--- src/rtl/jk_counter_reg.sv ---
// ---------------------------------------------------------------------------
// jk_counter_reg
//
// WIDTH-bit register built from JK cells. Every bit is updated through the
// same JK next-state equation  q+ = (J & ~q) | (~K & q); the operating mode
// only changes which J/K pair each cell sees:
//   mode 00  JK       : external per-bit j/k
//   mode 01  count up : J=K=1 on bit i when all lower bits are 1
//   mode 10  count dn : J=K=1 on bit i when all lower bits are 0
//   mode 11  load     : J=d, K=~d (forces each cell to d)
//
// Optional build macro:
//   JKC_SAT_EN  - count modes saturate instead of wrapping. Up mode holds
//                 all-ones, down mode holds zero, and wrap never asserts.
//                 tc is unaffected. Without the macro counting wraps modulo
//                 2^WIDTH and wrap pulses for one cycle on each wrap.
//
// Parameters:
//   WIDTH    register width (>= 2)
//   RST_VAL  value forced while cr is low
//
// Ports:
//   clk    in   1      rising-edge clock
//   cr     in   1      asynchronous active-low clear to RST_VAL
//   en     in   1      clock enable; low holds q and clears wrap
//   mode   in   2      00 JK, 01 up, 10 down, 11 parallel load
//   j      in   WIDTH  per-bit J (mode 00 only)
//   k      in   WIDTH  per-bit K (mode 00 only)
//   d      in   WIDTH  parallel load data (mode 11 only)
//   q      out  WIDTH  register state
//   q_bar  out  WIDTH  bitwise complement of q
//   tc     out  1      terminal count, combinational from q and mode
//   wrap   out  1      registered one-cycle pulse when a count wraps
// ---------------------------------------------------------------------------
module jk_counter_reg #(
  parameter int               WIDTH   = 8,
  parameter logic [WIDTH-1:0] RST_VAL = '0
) (
  input  logic             clk,
  input  logic             cr,
  input  logic             en,
  input  logic [1:0]       mode,
  input  logic [WIDTH-1:0] j,
  input  logic [WIDTH-1:0] k,
  input  logic [WIDTH-1:0] d,
  output logic [WIDTH-1:0] q,
  output logic [WIDTH-1:0] q_bar,
  output logic             tc,
  output logic             wrap
);

  typedef enum logic [1:0] {
    MODE_JK = 2'b00,
    MODE_UP = 2'b01,
    MODE_DN = 2'b10,
    MODE_LD = 2'b11
  } mode_e;

  mode_e            mode_s;
  logic [WIDTH-1:0] q_q;
  logic [WIDTH-1:0] q_d;
  logic             wrap_q;
  logic             wrap_d;

  // Toggle enables for the two count directions (one per cell).
  logic [WIDTH-1:0] up_t;
  logic [WIDTH-1:0] dn_t;
  logic             up_acc;
  logic             dn_acc;

  // Effective J/K presented to each cell after mode selection.
  logic [WIDTH-1:0] j_eff;
  logic [WIDTH-1:0] k_eff;

  logic             all_ones;
  logic             all_zeros;
  logic             at_bound;

  assign mode_s    = mode_e'(mode);
  assign all_ones  = &q_q;
  assign all_zeros = ~|q_q;

  // Ripple toggle chains. The accumulators carry "all lower bits are 1"
  // (up) and "all lower bits are 0" (down) from bit 0 upward; bit 0
  // always toggles when counting.
  always_comb begin
    up_t   = '0;
    dn_t   = '0;
    up_acc = 1'b1;
    dn_acc = 1'b1;
    for (int i = 0; i < WIDTH; i++) begin
      up_t[i] = up_acc;
      dn_t[i] = dn_acc;
      up_acc  = up_acc & q_q[i];
      dn_acc  = dn_acc & ~q_q[i];
    end
  end

  // Terminal count looks only at mode and current state; en is ignored
  // so control logic can see the boundary before enabling the edge.
  always_comb begin
    at_bound = 1'b0;
    case (mode_s)
      MODE_UP: at_bound = all_ones;
      MODE_DN: at_bound = all_zeros;
      default: at_bound = 1'b0;
    endcase
  end

  assign tc = at_bound;

  // Mode selection onto the cell J/K inputs. Inputs that do not belong to
  // the active mode never reach a cell, so they cannot leak X into q.
  always_comb begin
    j_eff = '0;
    k_eff = '0;
    case (mode_s)
      MODE_JK: begin
        j_eff = j;
        k_eff = k;
      end
      MODE_UP: begin
`ifdef JKC_SAT_EN
        // At all-ones every cell holds instead of rolling over.
        if (!all_ones) begin
          j_eff = up_t;
          k_eff = up_t;
        end
`else
        j_eff = up_t;
        k_eff = up_t;
`endif
      end
      MODE_DN: begin
`ifdef JKC_SAT_EN
        // At zero every cell holds instead of rolling under.
        if (!all_zeros) begin
          j_eff = dn_t;
          k_eff = dn_t;
        end
`else
        j_eff = dn_t;
        k_eff = dn_t;
`endif
      end
      MODE_LD: begin
        // J=d, K=~d sets or clears each cell to d regardless of q.
        j_eff = d;
        k_eff = ~d;
      end
      default: begin
        j_eff = '0;
        k_eff = '0;
      end
    endcase
  end

  // Shared JK cell equation and enable gating.
  always_comb begin
    q_d    = q_q;
    wrap_d = 1'b0;
    if (en) begin
      q_d = (j_eff & ~q_q) | (~k_eff & q_q);
`ifdef JKC_SAT_EN
      wrap_d = 1'b0;
`else
      // Being at the boundary in a count mode on an enabled edge is exactly
      // the edge on which q rolls over.
      wrap_d = at_bound;
`endif
    end
  end

  always_ff @(posedge clk or negedge cr) begin
    if (!cr) begin
      q_q    <= RST_VAL;
      wrap_q <= 1'b0;
    end else begin
      q_q    <= q_d;
      wrap_q <= wrap_d;
    end
  end

  assign q     = q_q;
  assign q_bar = ~q_q;
  assign wrap  = wrap_q;

endmodule
--- config.mk ---
export PLATFORM = sky130hd
export DESIGN_NAME = jk_counter_reg
export DESIGN_NICKNAME = d
export VERILOG_FILES = /design/src/rtl/jk_counter_reg.sv
export SDC_FILE = /design/constraint.sdc
export NUM_CORES = 1
export LEC_CHECK = 0
export ABC_AREA = 1
export CAP_MARGIN = 20
export CORE_UTILIZATION = 40
export CTS_BUF_LIST = sky130_fd_sc_hd__clkbuf_4
export DETAILED_ROUTE_END_ITERATION = 12
export MAX_ROUTING_LAYER = met4
export PLACE_DENSITY_LB_ADDON = 0.1
export SYNTH_ARGS = -nofsm -noshare
export SYNTH_HDL_FRONTEND = slang
export SYNTH_SLANG_ARGS = --single-unit
export TNS_END_PERCENT = 20
--- constraint.sdc ---
create_clock -name clk -period 1.6 [get_ports clk]
set_input_delay 0.16 -clock clk [delete_from_list [all_inputs] [get_ports clk]]
set_output_delay 0.16 -clock clk [all_outputs]
set_load 0.03 [all_outputs]
==> results list <==
- The flow ran to the end, but the final reports show violations.
* Violated checks: negative setup slack
* Crit. Startpoint: q[2]$_DFFE_PN0P_
- The share of total power dissipated in sequential elements is 0.221.
* Reg-to-reg critical path startpoint: q[2]$_DFFE_PN0P_
- Max-slew headroom at the worst pin: 0.6715
* Wire length of the first global-routing pass: 5195 µm
* Placed wire-length estimate after detailed placement: 2202 µm
* Final design utilization: 0.8069
* Largest delay share family, worst path: simple AND/OR/NAND/NOR gates
- The netlist uses 19 different library cells.
- The count of endpoints failing hold in the final timing report came to 0.
- Peak clock frequency supported by timing: 559.2 MHz
- Entering global routing, the biggest net connects 12 pins.
- The longest clock path from root to sink contains 2 buffers.
- Among all stages on the critical path, the largest delay is contributed by sky130_fd_sc_hd__dfrtp_1.
- Across all layers, the routed design uses 1296 vias.
- Most common cell after layout, fill and taps aside: sky130_fd_sc_hd__clkdlybuf4s50_1
- Of the available clock period, the critical path in the final layout requires 1.118.
* Combinational share of power: 0.675
* Worst ir drop on vdd: 1.145 mV
- Together, buffers and inverters on the worst path number 1.
- Yosys printed 0 warnings.
- Type of the worst setup path: reg2out
- The worst setup path is captured at an output pin.
- Synth Cell Area: 872.1 µm²
* Skew-Pair Late Insertion Delay: 0.28 ns
* Setup Skew: 0.006964 ns
- CTS placed an instance of sky130_fd_sc_hd__clkbuf_4 at the clock tree root.
- The floorplan step set the die width to 48.69 µm.
* Crit path to: tc
* Max Fanout on Critical Path: 3
- Y dimension of the die: 48.69 µm
* Antenna violations before repair: 0
- The number of global-route vias before repair came to 1176.
- Of the total power, the share spent switching nets is 0.5034.
* Detailed-route wire length: 3409 µm
- During placement, the flow inserted port buffers numbering 46.
- Number of endpoints failing setup at the final stage: 1
- The first detailed-routing pass took 4 iterations.
- Power Total: 2.067 mW
* Total nets after synthesis: 172
* Shortest period the worst path allows: 1.788 ns
- Fraction of final layout cells sized beyond drive strength 1: 0.2404
* Net count, final: 242
* Antenna Nets Post-Route: 0
* NetSw: 1.041 mW
- Counting stages on the worst path, the most repeated cell is sky130_fd_sc_hd__nor2_2.
- After synthesis, the mean cell area works out to 6.274 µm².
- Synthesis inferred 9 register bits.
- The tree built by TritonCTS fans out to 9 sinks.
- The analysis attributes to cell leakage a power of 0.7838 nW.
- Starting density of the core: 0.4356
- Antenna diode count: 0
- Reg-to-reg slack, setup: 0.05 ns
- Of the total power, the clock network draws 0.104.
- Pre-CTS worst setup slack: -0.2047 ns
* Proportion of synthesized chip area in sequential cells: 0.2582
- RSZ-0062 raised after global routing: true
* Post-synth top area share: 0.2582
- Clock tree synthesis inserted a total of 3 buffers.
- After synthesis, the cell types taking the most area are sky130_fd_sc_hd__dfrtp_1, sky130_fd_sc_hd__nand2_1, sky130_fd_sc_hd__o21ai_0.
- sky130_fd_sc_hd__dfrtp_1 takes more of the synthesized area than any other cell.
- In the detailed route, the total length drawn on met3 is 304 µm.
- Reg2reg end: q[6]$_DFFE_PN0P_
- Congestion Overflow GR: 0
- Top sig layer: met4
- Ordered list of cells on the worst path: nand2_1 > nor2_2 > nand4_2 > nor2_2 > nor2_2 > nor2_2 > buf_6
- In the synthesized netlist, the number of instances is 139.
- In the final routed layout, each cell accounts on average for 14.51 µm.
* Depth of the critical timing path with buffers and inverters included: 7
- Min setup slack post-route: -0.1882 ns
- After clock tree synthesis, the clock-pin slew on the worst setup and hold paths is 0.07 ns.
* Synthesis-to-layout area growth: 85.22%
* Slew @ Worst Pin: 0.4913 ns
- Sort of element at the start of the critical path: flip-flop
- For the worst setup path, the data arrival time is 1.63 ns.
* Count of hold buffers inserted by post-cts repair: 0
- In the layout the commonest cells are sky130_fd_sc_hd__clkdlybuf4s50_1, sky130_fd_sc_hd__nand2_1, sky130_fd_sc_hd__buf_4.
* Core area: 2002 µm²
- After detailed routing, the number of vias per cell comes to 5.515.
* # placed instances: 220
* Critical path's largest stage delay: 0.42 ns
* Hold Crit Class: in2async
* Detailed-route DRC error count: 0
- The worst register-to-register path has a depth of 11.
- TritonCTS built the clock tree.
- Number of top-level pins: 47
- The number of slew-limit violations in the final report came to 0.
* Power density cells: 1280 nW/µm²
* Fillcell total: 140
- The die covers 2371 µm².
* Combined global-route utilization of all metal layers: 0.2947
- The internal portion of the total power is 1.027 mW.
- # Max-Cap Violations: 0
* # H-tree levels: 1
* Required @ worst endpoint: 1.44 ns
- Setup tns final: -0.1882 ns
* Routed met1 length: 1329 µm
- Once layout is complete, the cells apart from fillers number 235.
- The congestion estimate from routability-driven global placement came to 0.8618.
- Wire segments on met2 add up to 1643 µm in the final route.
- The first routing iteration left 61 violations.
* # rows: 16
## worst reg2reg max path, cell delays in order, from the launching register on
cell	delay, ns
sky130_fd_sc_hd__dfrtp_1	0.42
sky130_fd_sc_hd__nor2_4	0.06
sky130_fd_sc_hd__buf_4	0.13
sky130_fd_sc_hd__buf_4	0.12
sky130_fd_sc_hd__buf_4	0.12
sky130_fd_sc_hd__buf_4	0.13
sky130_fd_sc_hd__nand3_4	0.09
sky130_fd_sc_hd__nor2_4	0.04
sky130_fd_sc_hd__inv_1	0.07
sky130_fd_sc_hd__nand3_1	0.08
sky130_fd_sc_hd__o211ai_1	0.10
sky130_fd_sc_hd__nand2_1	0.07
## area by class of cell
| class | count | area [µm²] | share of cell area |
|---|---|---|---|
| clock buffers | 4 | 30.03 | 0.01859 |
| inverters | 17 | 63.81 | 0.03950 |
| multi-input cells | 108 | 611.8 | 0.3788 |
| flip-flops and latches | 9 | 229.0 | 0.1418 |
| well taps | 27 | 33.78 | 0.02091 |
| repair buffers | 70 | 646.9 | 0.4005 |
## logic make-up (layout without fill, tap and decap cells)
kind of cell,after synthesis,in the layout,share of synthesized area
flops,9,9,0.2583
fa+ha+maj,4,4,0.05739
buf+inv,22,91,0.1004
simple gates,70,70,0.3587
compound gates,34,34,0.2253
## flip-flops by register name, indices dropped and copies added, names as in the netlist
signal  flops
q           8
wrap        1
## how the worst min path moves through the flow
stage | from | to | slack [ns] | cells past startpoint
3_3_place_gp | cr | q[3]$_DFFE_PN0P_ | 0.51 | 1
2_1_floorplan | cr | q[0]$_DFFE_PN0P_ | -0.14 | 0
5_1_grt | cr | q[2]$_DFFE_PN0P_ | 0.23 | 1
3_5_place_dp | cr | q[3]$_DFFE_PN0P_ | 0.53 | 1
4_1_cts | cr | q[6]$_DFFE_PN0P_ | 0.24 | 1
6_report | cr | q[2]$_DFFE_PN0P_ | 0.20 | 1
## synth_stat cells, drive strengths merged
library cell and number:
o2111ai 3, nor2 23, dfrtp 9, o21ai 21
nand2 32, clkbuf 1, a21oi 4, ha 4
nand4 2, buf 4, inv 17, nand3 9
nor3 4, o211ai 6
## power by group through the flow
stage | Combinational (mW) | Sequential [mW] | Clock, mW
floorplan | 0.494 | 0.584 | 0
global placement | 1.16 | 0.435 | 0
detailed placement | 1.18 | 0.440 | 0
CTS | 1.27 | 0.444 | 0.212
global route | 1.48 | 0.480 | 0.232
finish | 1.40 | 0.458 | 0.214
## repair_timing
action	in CTS	in global routing
setup endpoints to repair	10	8
pin swaps	4	3
buffers inserted	8	3
resized for setup	22	10
endpoints found under the hold margin	0	0
## routing by layer
metal | track usage | vias up
met4 | 0.2010 | 0
met5 | - | -
met3 | 0.05346 | 16
met1 | 0.3398 | 589
li1 | - | 602
met2 | 0.4630 | 89
## metrics by stage
step                cell area, µm²  hold slack, ns
finish                        1615          0.2048
global route                  1615          0.2314
CTS                           1554          0.2357
detailed placement            1453          0.5251
global placement              1453          0.5102
floorplan                    874.6         -0.1356
No activity file was read; power rests on OpenSTA's default activity.
